## src/rtl/dkong_pkg.sv

```systemverilog
// dkong_pkg: shared DMA state encoding, default sprite-copy window and the Z80 bus bundle types
// used by the Donkey Kong sprite DMA controller.
package dkong_pkg;

    localparam logic [15:0] DKONG_SRC_BASE = 16'h6900;
    localparam logic [15:0] DKONG_DST_BASE = 16'h7000;
    localparam int          DKONG_XFER_LEN = 384;

    typedef enum logic [2:0] {
        IDLE,
        REQ,
        RD,
        WR,
        REL
    } dma_state_t;

    // Master side of the Z80 bus as seen by the system multiplexer; strobes are active-low.
    typedef struct packed {
        logic [15:0] addr;
        logic [7:0]  dmaster;
        logic        rdn;
        logic        wrn;
        logic        inta;
    } Z80MasterBus;

    typedef struct packed {
        logic [7:0] dslave;
        logic       mwait;
    } Z80SlaveBus;

endpackage

```

## src/rtl/dkong_dma_ctrl.sv

```systemverilog
// dkong_dma_ctrl: vblank-triggered sprite DMA copying XFER_LEN bytes from work RAM to object RAM.
// Define DKONG_DMA_ABORT_EN to let dma_rdy=0 end a running transfer after the current access.
module dkong_dma_ctrl
    import dkong_pkg::*;
#(
    parameter logic [15:0] SRC_BASE = DKONG_SRC_BASE,
    parameter logic [15:0] DST_BASE = DKONG_DST_BASE,
    parameter int          XFER_LEN = DKONG_XFER_LEN
) (
    input  logic        masterclk,
    input  logic        rst_n,
    input  logic        dma_rdy,
    input  logic        vblk,
    input  logic        busak_n,
    output logic        busrq_n,
    output logic        msel,
    output logic        mreq_n,
    output Z80MasterBus dma_bus,
    input  Z80SlaveBus  sbus,
    output logic        busy
);

    localparam logic [9:0] LAST_IDX = 10'(XFER_LEN - 1);

    dma_state_t state;
    dma_state_t state_d;
    logic       vblk_q;
    logic       vblk_rise;
    logic       pending;
    logic       pending_d;
    logic [9:0] idx;
    logic [9:0] idx_d;
    logic [7:0] hold;
    logic [7:0] hold_d;
    logic       acc_first;
    logic       acc_first_d;
    logic       acc_end;
    logic       abort_hit;

    assign vblk_rise = vblk & ~vblk_q;
    // An access is at least two cycles long; the slave may stretch it from the second cycle on.
    assign acc_end   = ~acc_first & sbus.mwait;

`ifdef DKONG_DMA_ABORT_EN
    logic abort_q;

    assign abort_hit = abort_q | ~dma_rdy;

    always_ff @(posedge masterclk) begin
        if (!rst_n) begin
            abort_q <= 1'b0;
        end else if (state == RD || state == WR) begin
            if (!dma_rdy) begin
                abort_q <= 1'b1;
            end
        end else begin
            abort_q <= 1'b0;
        end
    end
`else
    assign abort_hit = 1'b0;
`endif

    always_ff @(posedge masterclk) begin
        vblk_q <= vblk;
    end

    always_ff @(posedge masterclk) begin
        if (!rst_n) begin
            state     <= IDLE;
            pending   <= 1'b0;
            idx       <= '0;
            hold      <= '0;
            acc_first <= 1'b1;
        end else begin
            state     <= state_d;
            pending   <= pending_d;
            idx       <= idx_d;
            hold      <= hold_d;
            acc_first <= acc_first_d;
        end
    end

    always_comb begin
        state_d     = state;
        pending_d   = pending;
        idx_d       = idx;
        hold_d      = hold;
        acc_first_d = acc_first;

        // Edges arriving while a transfer is running are dropped, not queued.
        if (vblk_rise && dma_rdy && state == IDLE) begin
            pending_d = 1'b1;
        end

        unique case (state)
            IDLE: begin
                if (pending) begin
                    state_d   = REQ;
                    pending_d = 1'b0;
                    idx_d     = '0;
                end
            end
            REQ: begin
                if (!dma_rdy) begin
                    state_d = IDLE;
                end else if (!busak_n) begin
                    state_d     = RD;
                    acc_first_d = 1'b1;
                end
            end
            RD: begin
                acc_first_d = 1'b0;
                if (acc_end) begin
                    hold_d      = sbus.dslave;
                    acc_first_d = 1'b1;
                    state_d     = abort_hit ? REL : WR;
                end
            end
            WR: begin
                acc_first_d = 1'b0;
                if (acc_end) begin
                    idx_d       = idx + 10'd1;
                    acc_first_d = 1'b1;
                    if (idx == LAST_IDX || abort_hit) begin
                        state_d = REL;
                    end else begin
                        state_d = RD;
                    end
                end
            end
            REL: begin
                state_d = IDLE;
            end
            default: begin
                state_d = IDLE;
            end
        endcase
    end

    // Bus outputs decode straight from the state register so RD and WR can never overlap.
    always_comb begin
        busy            = (state != IDLE);
        msel            = (state == RD) || (state == WR);
        busrq_n         = !((state == REQ) || msel);
        mreq_n          = !msel;
        dma_bus.rdn     = (state != RD);
        dma_bus.wrn     = (state != WR);
        dma_bus.inta    = 1'b1;
        dma_bus.dmaster = hold;
        dma_bus.addr    = (state == WR) ? (DST_BASE + {6'd0, idx})
                                        : (SRC_BASE + {6'd0, idx});
    end

endmodule
```

## config.mk

```make
export PLATFORM = sky130hd
export DESIGN_NAME = dkong_dma_ctrl
export DESIGN_NICKNAME = d
export VERILOG_FILES = /design/src/rtl/dkong_pkg.sv /design/src/rtl/dkong_dma_ctrl.sv
export SDC_FILE = /design/constraint.sdc
export NUM_CORES = 1
export LEC_CHECK = 0
export CELL_PAD_IN_SITES_DETAIL_PLACEMENT = 0
export CELL_PAD_IN_SITES_GLOBAL_PLACEMENT = 1
export CORE_MARGIN = 2
export CORE_UTILIZATION = 33
export CTS_CLUSTER_DIAMETER = 120
export DETAILED_ROUTE_END_ITERATION = 8
export PLACE_DENSITY = 0.91
export SLEW_MARGIN = 40
export SYNTH_ARGS = -nofsm -noshare
export SYNTH_HDL_FRONTEND = slang
export SYNTH_SLANG_ARGS = --single-unit
export TNS_END_PERCENT = 10
```

## constraint.sdc

```tcl
create_clock -name masterclk -period 1.8 [get_ports masterclk]
set_input_delay 0.18 -clock masterclk [delete_from_list [all_inputs] [get_ports masterclk]]
set_output_delay 0.18 -clock masterclk [all_outputs]
set_load 0.005 [all_outputs]
```

# Word-level counts from Yosys, hierarchy flattened
# Cells that the tools add are included.
dict set report totals {
  output_inout_bits 31
  register_bits 24
  wordCells 58
  input_bits 14
}
dict set report classes {
  eq_ne 12
  muxes 18
  add_sub_neg 3
  n_reduce_logical 15
  bitwise 4
}
# op count
set op_table {}
lappend op_table {{15-bit by 10-bit adder with 16-bit output, first input constant} 2}
lappend op_table {{10-bit two-way mux} 2}
lappend op_table {{10-bit one-hot mux with 2 select lines} 1}
lappend op_table {{3-bit two-way mux} 6}
lappend op_table {{16-bit two-way mux} 1}
lappend op_table {{3-bit one-hot mux with 4 select lines} 1}
lappend op_table {{10-bit by 1-bit adder with 10-bit output, second input constant} 1}
lappend op_table {{10-bit by 9-bit equality test with 1-bit output, second input constant} 1}
lappend op_table {{2-bit != test, second input constant} 5}
lappend op_table {{3-bit by 2-bit equality test with 1-bit output, second input constant} 2}
lappend op_table {{1-bit two-way mux} 6}
lappend op_table {{3-bit by 2-bit != test with 1-bit output, second input constant} 2}
lappend op_table {{3-bit AND reduction} 2}
lappend op_table {{4-bit AND reduction} 1}
lappend op_table {{2-bit nonzero test} 2}
lappend op_table {{3-bit by 1-bit equality test with 1-bit output, second input constant} 1}
lappend op_table {{3-bit logical NOT} 1}
lappend op_table {{3-bit != test, second input constant} 1}
lappend op_table {{3-bit nonzero test} 1}
lappend op_table {{1-bit AND} 2}
lappend op_table {{1-bit logical AND} 2}
lappend op_table {{1-bit logical NOT} 2}
lappend op_table {{1-bit logical OR} 2}
lappend op_table {{1-bit NOT} 2}
lappend op_table {{3 further kinds} 3}

# Longest topological paths before layout
# Gate-level depths: netlist (run 1).
dict set report logic_depth {
  depth_word 7
  depth_mapped 7
  mapped_depth_nobuf 6
}

# Worst setup path before layout (run 1)
# OpenSTA, ideal clock, no wires.
dict set report synth_timing {
  path_kind {flip-flop to flip-flop}
  startpoint {register state[0]}
  endpoint {register idx[9]}
  period_less_slack_ps 1570
  path_buffers 2
  t_required_ps 1684
  slack_ps 230
  setup_time_ps 116
  stages_incl_launch_ff 7
  arrival_ps 1454
  path_cell_list {dfxtp_1 > buf_2 > or3_4 > o21ai_1 > buf_2 > a211oi_1 > a31o_2}
}
dict set report synth_via {
  elab_chain_len 3
  elab_cells_between_ends 7
  cone_classes {eq/ne (3); mux (1); reduce/logical (3)}
}
# item line
set synth_lines {}
lappend synth_lines {{start: declaration} dkong_dma_ctrl.sv:25} ;# dma_state_t state;
lappend synth_lines {{start signal: assignment} dkong_dma_ctrl.sv:76} ;# state <= state_d;
lappend synth_lines {{3-bit by 2-bit equality test with 1-bit output / 3-bit logical NOT (equally long branches)} dkong_dma_ctrl.sv:96} ;# unique case (state)
lappend synth_lines {{2-bit != test (no line) / 2-bit nonzero test (equally long branches)} n/a}
lappend synth_lines {{3-bit AND reduction (no line)} n/a}
lappend synth_lines {{end signal: assignment} dkong_dma_ctrl.sv:78} ;# idx <= idx_d;
lappend synth_lines {{end: declaration} dkong_dma_ctrl.sv:31} ;# logic [9:0] idx;
# Parallel ways exist; a longest one is shown, timed or not.
# A chain may end at the register's enable or synchronous reset.

==> results of run 1 <==
-- state kept, by name, indices dropped and copies added, names as in the netlist --
name	cells
hold	8
state	3
acc_first	1
pending	1
vblk_q	1
idx	10
-- repair_timing --
action                                  in CTS  in global routing
pin swaps                                    1                  1
resized for setup                            7                  3
endpoints found under the setup margin       7                  1
setup buffers                                0                  2
-- cell families (layout without fill, tap and decap cells) --
family                   after synthesis  count (layout)  synth area share (%)
flip-flops                            24              24                 36.06
AND/OR/NAND/NOR                       53              53                 22.54
buffers and inverters                 25              62                 12.11
adder cells (fa/ha/maj)                3               3                 2.817
multiplexers                           9               9                 6.761
other                                  2               4                0.5636
AO/OA/AOI/OAI                         21              21                 13.24
XOR/XNOR                               9               9                 5.916
-- cell type report --
| type | count | area [µm²] | share of cell area (%) |
|---|---|---|---|
| Tap cell | 50 | 62.56 | 3.397 |
| Clock inverter | 1 | 30.03 | 1.630 |
| Inverter | 5 | 18.77 | 1.019 |
| Sequential cell | 24 | 483.0 | 26.22 |
| Multi-Input combinational cell | 99 | 706.9 | 38.38 |
| Timing Repair Buffer | 53 | 499.2 | 27.11 |
| Clock buffer | 3 | 41.29 | 2.242 |
-- cells in the mapped netlist, drive strengths merged (3+ instances only) --
master,n
inv,5
ha,3
a21oi,6
dfxtp,24
o21ai,4
nand2,10
xnor2,8
mux2i,9
nor2b,8
nand3b,3
a211oi,4
nand2b,4
buf,18
nor2,12
nand3,4
-- stage by stage --
stage / total power, W / area (µm²) / hold WS, ns / utilization (%)
3_3_place_gp: 0.0006381 / 1743 / 0.4970 / 44.21
2_1_floorplan: 0.0005936 / 1340 / 0.2077 / -
5_1_grt: 0.001133 / 1842 / 0.3958 / 46.72
4_1_cts: 0.001106 / 1821 / 0.3851 / 46.18
6_report: 0.001088 / 1842 / 0.3878 / 46.72
3_5_place_dp: 0.0006376 / 1743 / 0.4957 / 44.21
-- how the worst max path moves through the flow --
stage,start,endpoint
CTS,state[2],dma_bus[21]
finish,state[2],dma_bus[1]
detailed placement,sbus[0],hold[0]
floorplan,state[0],idx[9]
global route,state[2],dma_bus[1]
global placement,sbus[0],hold[1]
-- power by group through the flow --
stage | Sequential (W) | Combinational (W) | Clock [W]
floorplan | 0.000550 | 0.0000438 | 0
global placement | 0.000551 | 0.0000873 | 0
detailed placement | 0.000551 | 0.0000865 | 0
CTS | 0.000539 | 0.0000867 | 0.000480
global route | 0.000540 | 0.0000956 | 0.000497
finish | 0.000539 | 0.0000864 | 0.000462
-- routing by layer --
layer | GRT usage, % | share of wire (%)
met1 | 16.11 | 47
met2 | 20.96 | 45
met3 | 3.333 | 7.5
met4 | 3.571 | 0.64
met5 | 0 | 0
==> results.md, run 1 <==
* CTS Buffer Depth at 2
* CP max stage delay at 0.49 ns
* Syn. warnings at 0
* # port buffers at 40
* Slowest library cell on the worst path: clkdlybuf4s50_1
* Synth top area share at 36.06%
* Via count of the first global-routing pass at 1030
* Worst path bufs/invs at 2
* Most frequent cells in the layout: clkdlybuf4s50_1 (35), dfxtp_1 (22), buf_4 (13), nor2_1 (10)
* Cell accounting for the most synthesized area: dfxtp_1
* Most common flop cell mapped by yosys: dfxtp_1
* Synth cell types at 38
* Die span in y at 67.55 µm
* Avg Cell Area, Syn at 9.127 µm²
* Overall Global Routing Usage at 12.65%
* Flop-to-flop setup slack at 0.14 ns
* CTS Buf Count at 3
* DRT iter0 DRCs at 46
* Clock Root Buffer: clkbuf_8
* CP max FO at 6
* Global-route wire length before repair at 4.485 mm
* Crit path depth at 4
* Largest net degree at the start of global routing at 15
* Worst EP required at 1.62 ns
* Worst Hold Depth at 1
* #FFs+latches synth at 24
* Switching share of power at 18.61%
* Crit path DAT at 1.57 ns
* Synth Instances at 146
* Largest cells by area after synthesis: dfxtp_1 (36%), buf_4 (7.3%), mux2i_1 (6.8%), xnor2_1 (5.3%), a2111oi_4 (4.1%)
* RSZ-0062 raised after global routing: yes
* Post-route ant nets at 0
* Net switching power at around 0.00020 W
* Comb power frac at 7.9%
* Min-Delay Endpoint: vblk_q
* DR vias at about 1100
* Clock Pin Slew Worst Setup and Hold Paths at approximately 0.090 ns
* FMAX at between 500 and 600 MHz
* Residual DRC count at 0
* Slew Limit Fails at 0
* Clock Sinks at 24
* Async S/R FF share, synth at 0%
* Sequential power share at between 40 and 50%
* Worst slack at placement at approximately 0.065 ns
* Crit share post-route at 97.46%
* Pwr/cell area at about 590 nW/µm²
* Die area at between 4000 and 5000 µm²
* Setup crit start kind: register
* Hold_sp: vblk
* Netlist Area Pre-Place at 1333 µm²
* Initial antenna violation count at 0
* Placed Instances at 229
* Syn-to-layout area delta at 38.22%
* VDD IR max at between 200 and 300 µV
* Status: completed
* Chip width at ~68 µm
* Final TNS setup at 0 ns
* Final Worst Setup Slack at 0.04567 ns
* Clock power share at 42.5%
* Post-CTS Hold Fix Bufs at 0
* Clock latency on the worst-skew pair at 0.26 ns
* Routed len/inst at 11.33 µm
* CORE AREA at 3943 µm²
* Sequential area share after synthesis at 36.06%
* Hold Path Class: input pin to register
* Clock Skew at 0.004674 ns
* Crit path max-delay family: buffers and inverters
* Aggregate routed wire length at 2.663 mm
* Initial core utilization at 33.80%
* Placer Congestion at between 0.7 and 0.8
* Critical path class: register to primary output
* Post-DR vias/cell at about 4.5
* Layout cells sized above 1 at 14.59%
* MaxCap Viol Count at 0
* Fillcell total at 384
* CTS tree: yes
* Endpoints failing hold at 0
* Lkg Pwr at 0.7459 nW
* Final Setup Violations at 0
* Htree depth at 1
* Fin crit period at 1.754 ns
* Ant. Diodes at 0
* DPL Wire Length at 2.055 mm
* Post-synth EDFFs at 0
* Router iterations before antenna repair at 4
* Fin cells at 235
* Nets at 203
* I/O pins at 45
* Worst flop-to-flop path endpoint: idx[8]
* R2R cell count at 4
* Int Power at between 0.0008 and 0.0009 W
* Most common cell after layout, fill and taps aside: clkdlybuf4s50_1
* Worst Setup End Kind: primary output
* Crit-path cells: and2b_2 -> nand2_4 -> buf_4 -> clkdlybuf4s50_1
* Row cnt at 23
* GR Overflow Total at 0
* Reg2reg start: state[0]
(Power assumes the default switching activity.)
==> inputs of run 2 (changes only) <==
Settings changed: CORE_MARGIN 2 to not set.
Clock period 1.8 ns to 1.99 ns, I/O delays scaled along.
==> results.md, run 2 (synthesized netlist as in run 1, its figures left out) <==
* Status: completed
* Die area at about 4300 µm²
* CP max stage delay at 0.52 ns
* Top Metal Used: met4
* GR Overflow Total at 0
* Final TNS setup at 0 ns
* Placed Instances at approximately 220
* Syn-to-layout area delta at 33.33%
* Hold Path Class: input pin to register
* Biggest register: idx
* CTS Buf Count at 3
* Dpl cell area at about 1700 µm²
* I/O pins at 45
* DR vias at approximately 1100
* Met3 routed WL at between 100 and 150 µm
* Nets at 198
* Worst Setup End Kind: primary output
* Most common cell after layout, fill and taps aside: clkdlybuf4s50_1
* Clock Pin Slew Worst Setup and Hold Paths at ~0.09 ns
* Routed len/inst at 11.05 µm
* Clock latency on the worst-skew pair at 0.26 ns
* Overall Global Routing Usage at 12.15%
* Router iterations before antenna repair at 4
* VDD IR max at 225.1 µV
* Worst Hold Slack at about 0.41 ns
* Residual DRC count at 0
* Metal2 WL at 1.052 mm
* CP max FO at 7
* Pwr/cell area at 500.6 nW/µm²
* Largest regs: idx x10, hold x8, state x3
* Lkg Pwr at about 0.65 nW
* Fin cells at 228
* Worst EP required at 1.79 ns
* CORE AREA at between 3000 and 4000 µm²
* Clock Root Buffer: clkbuf_8
* Largest net degree at the start of global routing at 15
* CTS Buffer Depth at 2
* Via count of the first global-routing pass at 929
* Largest register FFs at 10
* DPL Wire Length at roughly 1.9 mm
* Crit-path cells: and2b_2 -> nand2_2 -> nor2_1 -> a21oi_1 -> clkdlybuf4s50_1
* Clock Sinks at 24
* Most frequent cells in the layout: clkdlybuf4s50_1 (40), dfxtp_1 (24), nor2_1 (10), mux2i_1 (9), nand2_1 (9)
* Critical path class: register to primary output
* FMAX at 527.0 MHz
* Placer Congestion at approximately 0.75
* Crit share post-route at 95.35%
* Clock Skew at about 0.0037 ns
* Htree depth at 1
* Post-DR vias/cell at 4.680
* CTS tree: yes
* Ant. Diodes at 0
* Endpoints failing hold at 0
* Design area at around 1800 µm²
* Setup crit start kind: register
* RSZ-0062 raised after global routing: no
* Die span in y at 65.55 µm
* # port buffers at 40
* Initial antenna violation count at 0
* Slowest library cell on the worst path: clkdlybuf4s50_1
* Chip width at 65.55 µm
* Aggregate routed wire length at roughly 2.5 mm
* Initial core utilization at 35.34%
* Post-route ant nets at 0
* Fin crit period at 1.897 ns
* Row cnt at 22
* Global-route wire length before repair at a little over 4 mm
* DRT iter0 DRCs at 34
* Slew Limit Fails at 0
* Layout cells sized above 1 at about 11%
* MaxCap Viol Count at 0
* DRT met1 WL at about 1.3 mm
* Crit path DAT at 1.70 ns
* Final Setup Violations at 0
run 2: per-stage QoR:
stage | utilization, % | setup WS (ns) | power [W]
finish | 47.11 | 0.09263 | 0.0008894
global route | 47.11 | 0.005831 | 0.0009235
CTS | 47.01 | 0.004362 | 0.0008969
detailed placement | 45.55 | 0.2072 | 0.0005729
global placement | 45.55 | 0.2850 | 0.0005742
floorplan | - | 0.4203 | 0.0005369
run 2: final timing paths:
kind | start | end | slack [ns] | depth (start not counted)
setup / recovery | state[2] | dma_bus[20] | 0.09 | 5
hold reg to reg | vblk_q | pending | 0.50 | 2
setup reg to reg | pending | idx[8] | 0.31 | 4
hold / removal | vblk | vblk_q | 0.41 | 1
run 2: critical path: cells and delay by family, from the launching register on:
kind	cells	cell delay, ns
compound gates	1	0.14
buf+inv	1	0.52
flops	1	0.33
simple gates	3	0.44
run 2: area by class of cell:
type	count	area (µm²)
repair buffers	48	460.4
flip-flops and latches	24	480.5
fillers	366	1994
inverters	5	18.77
clock buffers	4	55.05
well taps	48	60.06
multi-input cells	99	701.9
run 2: where the power goes:
group	total [W]	internal, W	leakage [nW]	switching, W
clock	0.000328	0.000176	0.0288	0.000151
combinational	0.0000739	0.0000463	0.431	0.0000276
sequential	0.000488	0.000484	0.194	0.00000382
run 2: timing repair:
action,4_1_cts,5_1_grt
hold buffers,0,0
endpoints found under the setup margin,0,3
endpoints found under the hold margin,0,0
setup buffers,0,0
resized for setup,0,2
run 2: layer usage:
metal / vias up / track usage [%]
li1: 545 / -
met5: - / 0
met1: 488 / 16.88
met3: 2 / 2.431
met4: 0 / 4.891
met2: 32 / 18.17
==> inputs of run 3 (changes only) <==
Settings changed: PLACE_DENSITY 0.91 to 0.87, TNS_END_PERCENT 10 to 1.
==> results.md, run 3 (synthesized netlist as in run 1, its figures left out) <==
* Clock Pin Slew Worst Setup and Hold Paths at about 0.080 ns
* Hold Path Class: input pin to register
* Biggest register: idx
* Initial core utilization at between 30% and 40%
* Chip width at around 66 µm
* Post-CTS Hold Fix Bufs at 0
* # port buffers at 40
* Clock Skew at 0.002360 ns
* Crit share post-route at 95.57%
* VDD IR max at ~680 µV
* Htree depth at 1
* Post-DR vias/cell at 4.751
* Dpl cell area at approximately 1700 µm²
* Final TNS setup at 0 ns
* Crit path from: state[1]
* Total power at 0.0009778 W
* CORE AREA at 3771 µm²
* Overall Global Routing Usage at 13.11%
* Lkg Pwr at 0.6785 nW
* Die area at 4296 µm²
* Residual DRC count at 0
* Nets at 195
* Hold_sp: vblk
* Clock latency on the worst-skew pair at roughly 0.26 ns
* Pwr/cell area at between 500 and 600 nW/µm²
* Die span in y at roughly 66 µm
* DR vias at 1069
* Row cnt at 22
* CTS Buf Count at 3
* Clock Root Buffer: clkbuf_8
* Layout cells sized above 1 at between 10% and 20%
* CTS Buffer Depth at 2
* Global-route wire length before repair at 4.381 mm
* DPL Wire Length at approximately 2.1 mm
* Slew Limit Fails at 0
* Worst EP required at 1.79 ns
* Endpoints failing hold at 0
* Fin crit period at 1.902 ns
* Syn-to-layout area delta at 33.71%
* Initial antenna violation count at 0
* Multi-input gate area at slightly above 700 µm²
* Routed len/inst at 12.03 µm
* Largest net degree at the start of global routing at 15
* Via count of the first global-routing pass at a little under 1000
* DRT iter0 DRCs at 35
* Final Setup Violations at 0
* Aggregate routed wire length at 2.706 mm
* Largest register FFs at 10
* Crit path DAT at 1.70 ns
* Ant. Diodes at 0
* Most common cell after layout, fill and taps aside: clkdlybuf4s50_1
* Reg2reg start: state[0]
* FMAX at around 530 MHz
* Setup crit start kind: register
* CP max FO at 9
* Sequential cell area at between 400 and 500 µm²
* MaxCap Viol Count at 0
* Clock Sinks at 24
* Most frequent cells in the layout: clkdlybuf4s50_1 (39), dfxtp_1 (23), nor2_1 (10), mux2i_1 (9), nand2_1 (9)
* I/O pins at between 40 and 50
* Worst Setup End Kind: primary output
* Design area at 1782 µm²
* Largest regs: idx x10, hold x8, state x3
* Post-route ant nets at 0
* Status: completed
* Fillcell total at roughly 350
* Router iterations before antenna repair at 4
* RSZ-0062 raised after global routing: no
* GR Overflow Total at 0
* CTS tree: yes
* Post-CTS setup repair buffer count at 0
* Placer Congestion at 0.7538
* Critical path class: register to primary output
run 3: changes by cell type in the layout (fill, tap and decap cells not counted), sizes merged:
cell and change:
buf -3, bufinv +1, clkdlybuf4s50 -1, dlymetal6s2s +1, clkbuf -1
run 3: worst paths after layout:
path	to	slack [ns]	cells past startpoint
worst max-delay path	dma_bus[19]	0.09	4
worst min register to register	pending	0.51	2
worst max register to register	idx[8]	0.19	4
worst min-delay path	vblk_q	0.40	1
run 3: metal layers:
layer	up-vias	global-route usage [%]	part of all wire, %
met2	38	23.58	47
li1	539	-	-
met4	0	4.076	1.1
met3	2	4.167	6.6
met1	490	14.47	45
met5	-	0	0
run 3: cell type report:
cell class                      instances  share of cell area [%]
Clock buffer                            3                   2.317
Clock inverter                          1                   1.685
Inverter                                5                   1.053
Multi-Input combinational cell         99                   39.68
Sequential cell                        24                   27.18
Tap cell                               48                   3.371
Timing Repair Buffer                   45                   24.72
run 3: critical path, stage by stage (launching register included):
cell             delay, ns
dfxtp_4               0.38
and2b_2               0.25
nand2_4               0.11
xor2_1                0.17
clkdlybuf4s50_1       0.52
run 3: where the power goes:
group          internal (W)  switching (W)
clock              0.000269       0.000148
combinational     0.0000447      0.0000276
sequential         0.000483     0.00000567
run 3: timing repair:
item                                    4_1_cts  5_1_grt
resized for setup                             3        3
endpoints found under the setup margin        3        2
gates cloned                                  0        0
run 3: through the flow:
stage,hold slack [ns],setup slack [ns],util (%),cells
finish,0.4003,0.08817,47.25,225
global route,0.4215,0.02123,47.25,225
CTS,0.3944,0.04228,46.98,225
detailed placement,0.5035,0.1567,44.96,221
global placement,0.4905,0.2444,44.96,221
floorplan,0.2267,0.4203,-,148
